`src/rtl/regfile_wb_arbiter.sv`:
```
// -----------------------------------------------------------------------------
// regfile_wb_arbiter
//
// Shares the register file's single write port between two writeback sources
// and keeps a per-register busy scoreboard that decode uses for RAW hazard
// detection.
//
// Ports:
//   clk, rst                    clock, asynchronous active-high reset
//   s0_valid/addr/data/ready    source 0 (ALU) writeback request
//   s1_valid/addr/data/ready    source 1 (load / multi-cycle) writeback request
//   iss_valid, iss_addr         decode issued an instruction writing iss_addr
//   rd_addr1, rd_addr2          decode read addresses
//   busy1, busy2                read address has a write outstanding (comb)
//   reg_write, addr3, wdata     registered register-file write port
//
// Handshake: a source presents valid with stable addr/data until it sees
// ready. ready is combinational and never asserted without valid. A transfer
// happens on the rising edge where valid & ready are both high. The winning
// write reaches the register file (reg_write/addr3/wdata) one edge later.
// -----------------------------------------------------------------------------
module regfile_wb_arbiter #(
  parameter int NREG       = 32,
  parameter int AW         = 5,
  parameter int DW         = 32,
  parameter int FIXED_PRIO = 0
) (
  input  logic          clk,
  input  logic          rst,
  input  logic          s0_valid,
  input  logic [AW-1:0] s0_addr,
  input  logic [DW-1:0] s0_data,
  output logic          s0_ready,
  input  logic          s1_valid,
  input  logic [AW-1:0] s1_addr,
  input  logic [DW-1:0] s1_data,
  output logic          s1_ready,
  input  logic          iss_valid,
  input  logic [AW-1:0] iss_addr,
  input  logic [AW-1:0] rd_addr1,
  input  logic [AW-1:0] rd_addr2,
  output logic          busy1,
  output logic          busy2,
  output logic          reg_write,
  output logic [AW-1:0] addr3,
  output logic [DW-1:0] wdata
);

  // last_grant: 0 = src0 won the most recent transfer, 1 = src1 did.
  logic            last_grant_q, last_grant_d;
  logic [NREG-1:0] busy_q, busy_d;
  logic            reg_write_q, reg_write_d;
  logic [AW-1:0]   addr3_q, addr3_d;
  logic [DW-1:0]   wdata_q, wdata_d;

  logic            grant0, grant1;
  logic            xfer;
  logic [AW-1:0]   sel_addr;
  logic [DW-1:0]   sel_data;

  // Arbitration: on a conflict the round-robin pointer favours whichever
  // source did not win last; fixed-priority mode always favours src0.
  always_comb begin
    grant0 = 1'b0;
    grant1 = 1'b0;
    if (s0_valid && s1_valid) begin
      if ((FIXED_PRIO != 0) || last_grant_q) begin
        grant0 = 1'b1;
      end else begin
        grant1 = 1'b1;
      end
    end else if (s0_valid) begin
      grant0 = 1'b1;
    end else if (s1_valid) begin
      grant1 = 1'b1;
    end
  end

  assign s0_ready = grant0;
  assign s1_ready = grant1;
  assign xfer     = grant0 | grant1;
  assign sel_addr = grant1 ? s1_addr : s0_addr;
  assign sel_data = grant1 ? s1_data : s0_data;

  // Output stage and pointer update.
  always_comb begin
    last_grant_d = last_grant_q;
    reg_write_d  = 1'b0;
    addr3_d      = addr3_q;
    wdata_d      = wdata_q;
    if (xfer) begin
      last_grant_d = grant1;
      // r0 writes are accepted from the source but never reach the file.
      reg_write_d  = (sel_addr != '0);
      addr3_d      = sel_addr;
      wdata_d      = sel_data;
    end
  end

  // Scoreboard: the clear is applied before the set so that a new producer
  // issued on the commit edge of the previous one keeps the register busy.
  always_comb begin
    busy_d = busy_q;
    if (reg_write_q) begin
      busy_d[addr3_q] = 1'b0;
    end
    if (iss_valid && (iss_addr != '0)) begin
      busy_d[iss_addr] = 1'b1;
    end
    busy_d[0] = 1'b0;
  end

  always_ff @(posedge clk or posedge rst) begin
    if (rst) begin
      last_grant_q <= 1'b1;
      busy_q       <= '0;
      reg_write_q  <= 1'b0;
      addr3_q      <= '0;
      wdata_q      <= '0;
    end else begin
      last_grant_q <= last_grant_d;
      busy_q       <= busy_d;
      reg_write_q  <= reg_write_d;
      addr3_q      <= addr3_d;
      wdata_q      <= wdata_d;
    end
  end

  assign busy1     = busy_q[rd_addr1];
  assign busy2     = busy_q[rd_addr2];
  assign reg_write = reg_write_q;
  assign addr3     = addr3_q;
  assign wdata     = wdata_q;

endmodule

```
`config.mk`:
```
export PLATFORM = sky130hd
export DESIGN_NAME = regfile_wb_arbiter
export DESIGN_NICKNAME = d
export VERILOG_FILES = /design/src/rtl/regfile_wb_arbiter.sv
export SDC_FILE = /design/constraint.sdc
export NUM_CORES = 1
export LEC_CHECK = 0
export BUFFER_PORTS_ARGS = -buffer_cell sky130_fd_sc_hd__buf_2
export CORE_UTILIZATION = 45
export DETAILED_ROUTE_END_ITERATION = 7
export GPL_TIMING_DRIVEN = 1
export PLACE_DENSITY = 0.73
export SKIP_CTS_REPAIR_TIMING = 1
export SLEW_MARGIN = 30
export SYNTH_ARGS = -nofsm -noshare
export SYNTH_HDL_FRONTEND = slang
export SYNTH_SLANG_ARGS = --single-unit
```
`constraint.sdc`:
```
create_clock -name clk -period 5.1 [get_ports clk]
set_clock_uncertainty 0.1 [all_clocks]
set_input_delay 1.02 -clock clk [delete_from_list [all_inputs] [get_ports clk]]
set_output_delay 1.02 -clock clk [all_outputs]
set_load 0.02 [all_outputs]
```
# Word-level counts from Yosys, hierarchy flattened
# Cells that the tools add are included.
[word_totals]
reg_bits = 70
word_cells = 41
[op_classes]
magnitude_cmp = 6
muxes = 20
n_bitwise = 4
reduce_logical = 6
[op_table]
columns = ["cell", "n"]
rows = [
  ["$mux 32", 3],
  ["$and 32x32->32", 1],
  ["$not 32->32", 1],
  ["$or 32x32->32", 1],
  ["$lt 5x6->1 const B", 4],
  ["$mux 1", 12],
  ["$bmux 1 s5", 2],
  ["$demux 1 s5", 2],
  ["$ge 5x1->1 const B", 2],
  ["$reduce_bool 5->1", 2],
  ["$mux 5", 1],
  ["$logic_and 1x1->1", 4],
  ["$or 1x1->1", 1],
]

# Logic depth before layout (Yosys ltp)
[depth]
depth_word = 9
mapped_depth = 6
depth_no_buf = 4

# Worst setup path before layout
# Ideal clock, no wire load.
[synth_timing]
kind = "input to output"
from = "input port rd_addr1[0]"
to = "output port busy1"
arrival_time_ns = 2.146
t_required_ns = 3.980
slack_ns = 1.834
stages = 5
path_cell_list = "buf_2 > mux4_2 > nand2b_1 > o211ai_1 > nand4_1"
[synth_via]
elab_chain_cells = 2
[synth_rtl]
columns = ["element", "line", "rtl"]
rows = [
  ["from (decl)", "40", "input logic [AW-1:0] rd_addr1,"],
  ["$bmux 1 s5", "129", "assign busy1 = busy_q[rd_addr1];"],
  ["$mux 1 (implied by the code)", "129", ""],
  ["to (decl)", "42", "output logic busy1,"],
]
# Every way passes these cells. The select of a mux whose other input is x is not followed.

# Worst setup path after layout
[layout_timing]
from = "input port s1_valid"
to = "output port s1_ready"
[layout_via]
elab_chain_cells = 3
elab_cells_between_ends = 4
[layout_rtl]
columns = ["element", "line", "rtl"]
rows = [
  ["from (decl)", "34", "input logic s1_valid,"],
  ["$mux 1", "74", "end else if (s1_valid) begin"],
  ["$mux 1", "72", "end else if (s0_valid) begin"],
  ["$mux 1 *", "66", "if (s0_valid && s1_valid) begin"],
  ["to (decl)", "37", "output logic s1_ready,"],
]
# Every way passes the cells marked *; elsewhere a longest branch is shown, timed or not.

==> results.py <==
metrics = {
    "status": {
        "status": "completed",
    },
    "timing": {
        "fin_crit_ns": 3.39,
        "slew_headroom": 0.576,
        "fin_crit_sh": 0.665,
        "rsz0062_at_grt": "no",
        "fin_tns_setup_ns": 0,
        "setup_viol_count_final": 0,
        "worst_slew_pin_slew_ns": 0.636,
        "max_freq_ghz": 0.295,
        "hold_viol_final": 0,
        "final-max-slew-violation-count": 0,
    },
    "run": {
        "drv_cap": 0,
    },
    "layout": {
        "area_growth_pct": 24.6,
        "final_net_count": 633,
        "diodes": 0,
        "drive_above_1_share": 0.377,
        "n_fill_cell": 734,
        "fin_cells": 649,
    },
    "hold_path": {
        "min_path_type": "flip-flop to flip-flop",
        "hp-start": "last_grant_q",
    },
    "critical_path": {
        "worstPathMaxFanout": 23,
        "endpoint_kind": "output port",
        "slowest_stage": "buf_4",
        "critPathKind": "input port to output port",
        "critPathRequiredTime_ns": 3.98,
        "arrival_ns": 2.27,
        "crit_top_cell": "buf_2",
        "r2r_start": "addr3[3]",
        "max_stage_delay_ns": 0.37,
        "worstPathCellList": "buf_2, buf_4, a21boi_1, buf_2",
        "cp-start-kind": "input port",
        "crit_start": "s1_valid",
    },
    "power": {
        "p_sw_uw": 657,
        "ir_drop_v": 0.000193,
        "switching_share": 0.341,
        "p_per_area_nw_per_um2": 396,
        "p_leak_nw": 2.17,
        "clkPwrFrac": 0.259,
        "intPower_mw": 1.27,
        "pwr-share-comb": 0.295,
        "seq_power_share": 0.447,
    },
    "logic_synthesis": {
        "syn_inst": 413,
        "ys_ff_latch": 70,
        "seq_area_frac_synth": 0.449,
        "yosys.area.top_type": "dfrtp_1",
        "ys_types": 32,
        "ys_warn_count": 0,
        "synth_flop_cell": "dfrtp_1",
        "async_flop_share": 1.00,
        "avgSynthCellArea_um2": 9.46,
        "synth_edf_count": 0,
        "synth_area_um2": 3910,
        "ys_top_cells_by_area": "dfrtp_1, mux2_2, nor2_1, o21ai_0, o22ai_1",
        "yosysTopAreaCellShare": 0.442,
        "synth_nets": 507,
    },
    "clock_network": {
        "path_clk_slew_ns": 0.07,
        "cts_tree": "built",
        "cts_max_level": 3,
        "numCtsBuffers": 9,
        "clock-root-buffer": "clkbuf_8",
        "clkLatencyLatePin_ns": 0.34,
        "cts_buffer_depth": 2,
        "clkSinkCount": 70,
    },
    "floorplan": {
        "initial_core_util": 0.471,
        "die_h_um": 95.2,
        "io_pins": 136,
        "dieArea_um2": 9060,
        "die_w_um": 95.2,
        "rows": 33,
        "core-area_um2": 8300,
    },
    "place": {
        "portBuffers": 135,
        "dpl.cell_count": 633,
        "dp_hpwl_um": 7920,
        "gp_congestion": 0.850,
    },
    "route": {
        "routed_wl_um": 10800,
        "drc": 0,
        "vias_per_cell": 5.71,
        "drt_iter0_markers": 157,
        "num_vias": 3705,
        "postRouteAntennaNets": 0,
        "drtPass1Iterations": 4,
        "wl_per_cell_um": 16.7,
    },
    "global_routing": {
        "first_global_vias": 3712,
        "grt_pass1_wl_um": 17700,
        "grt_overflow": 0,
        "grt_max_degree": 71,
        "grt_usage": 0.254,
        "antenna_found_initial": 0,
    },
}
-- cells in the mapped netlist (5+ instances only) --
library cell / n
clkbuf_1: 9
nor2_1: 84
o21ai_0: 59
mux2_2: 37
inv_1: 6
o22ai_1: 37
buf_2: 12
mux2i_1: 18
nand2_1: 7
nand2b_1: 5
nand3_1: 12
nand3b_1: 10
a21oi_1: 6
mux4_2: 6
dfrtp_1: 69
-- final cells by class --
class,count,area (um2),share of cell area
clock buffer,10,138,0.0283
clock inverter,6,85.1,0.0175
inverter,6,22.5,0.00463
multi-input combinational,312,2020,0.415
sequential,70,1750,0.360
tap,105,131,0.0270
timing repair buffer,140,717,0.147
-- placed cells by master (no fill, tap or decap), drive strengths merged, types with 5 or more instances in the layout --
cell    count
a21oi       6
mux2       37
o21ai      62
mux4        6
buf       140
nand2b      5
inv         6
o22ai      37
nand3b     10
clkbuf     10
nand2       7
nor2       84
dfrtp      69
mux2i      18
nand3      12
-- layer usage --
layer	wire length, um	track usage
met1	4490	0.315
met2	5290	0.424
met3	810	0.0566
met4	247	0.111
met5	0	0
-- power groups by stage --
stage               Clock (mW)  Sequential [mW]  Combinational (mW)
floorplan                    0            0.863               0.359
detailed placement           0            0.869               0.570
global placement             0            0.861               0.549
CTS                      0.504            0.858               0.571
global route             0.528            0.882               0.634
finish                   0.499            0.861               0.569
-- sequential cells by signal, summed over array words and instances (netlist names) --
register,cells
addr3,5
busy_q,31
last_grant_q,1
wdata,32
reg_write,1
-- per-stage QoR --
| step | power (mW) | setup slack (ns) | utilization | hold WS (ns) | instance area [um2] |
|---|---|---|---|---|---|
| finish | 1.93 | 1.71 | 0.587 | 0.395 | 4870 |
| global route | 2.04 | 1.60 | 0.587 | 0.451 | 4870 |
| CTS | 1.93 | 1.69 | 0.586 | 0.395 | 4860 |
| detailed placement | 1.44 | 1.70 | 0.559 | 0.392 | 4640 |
| global placement | 1.41 | 1.73 | 0.559 | 0.381 | 4640 |
| floorplan | 1.22 | 1.83 | - | 0.353 | 3910 |
-- worst paths after layout --
path,endpoint,slack [ns],cells past startpoint
worst max-delay path,s1_ready,1.71,4
worst min-delay path,last_grant_q,0.39,2
worst max register to register,busy_q[11],3.50,3
worst min register to register,last_grant_q,0.39,2
max in group asynchronous,wdata[6],3.73,3
min in group asynchronous,wdata[26],0.73,3
-- worst max-delay path, delay by kind of cell --
kind / cells / cell delay (ns)
AO/OA/AOI/OAI: 1 / 0.28
buffers and inverters: 3 / 0.95
-- cells by family after synthesis --
logic type,after synthesis,share of synthesized area
compound gates,118,0.173
buf+inv,31,0.0336
flops,70,0.449
mux,61,0.187
simple gates,133,0.158
No activity file was read; power rests on OpenSTA's default activity.
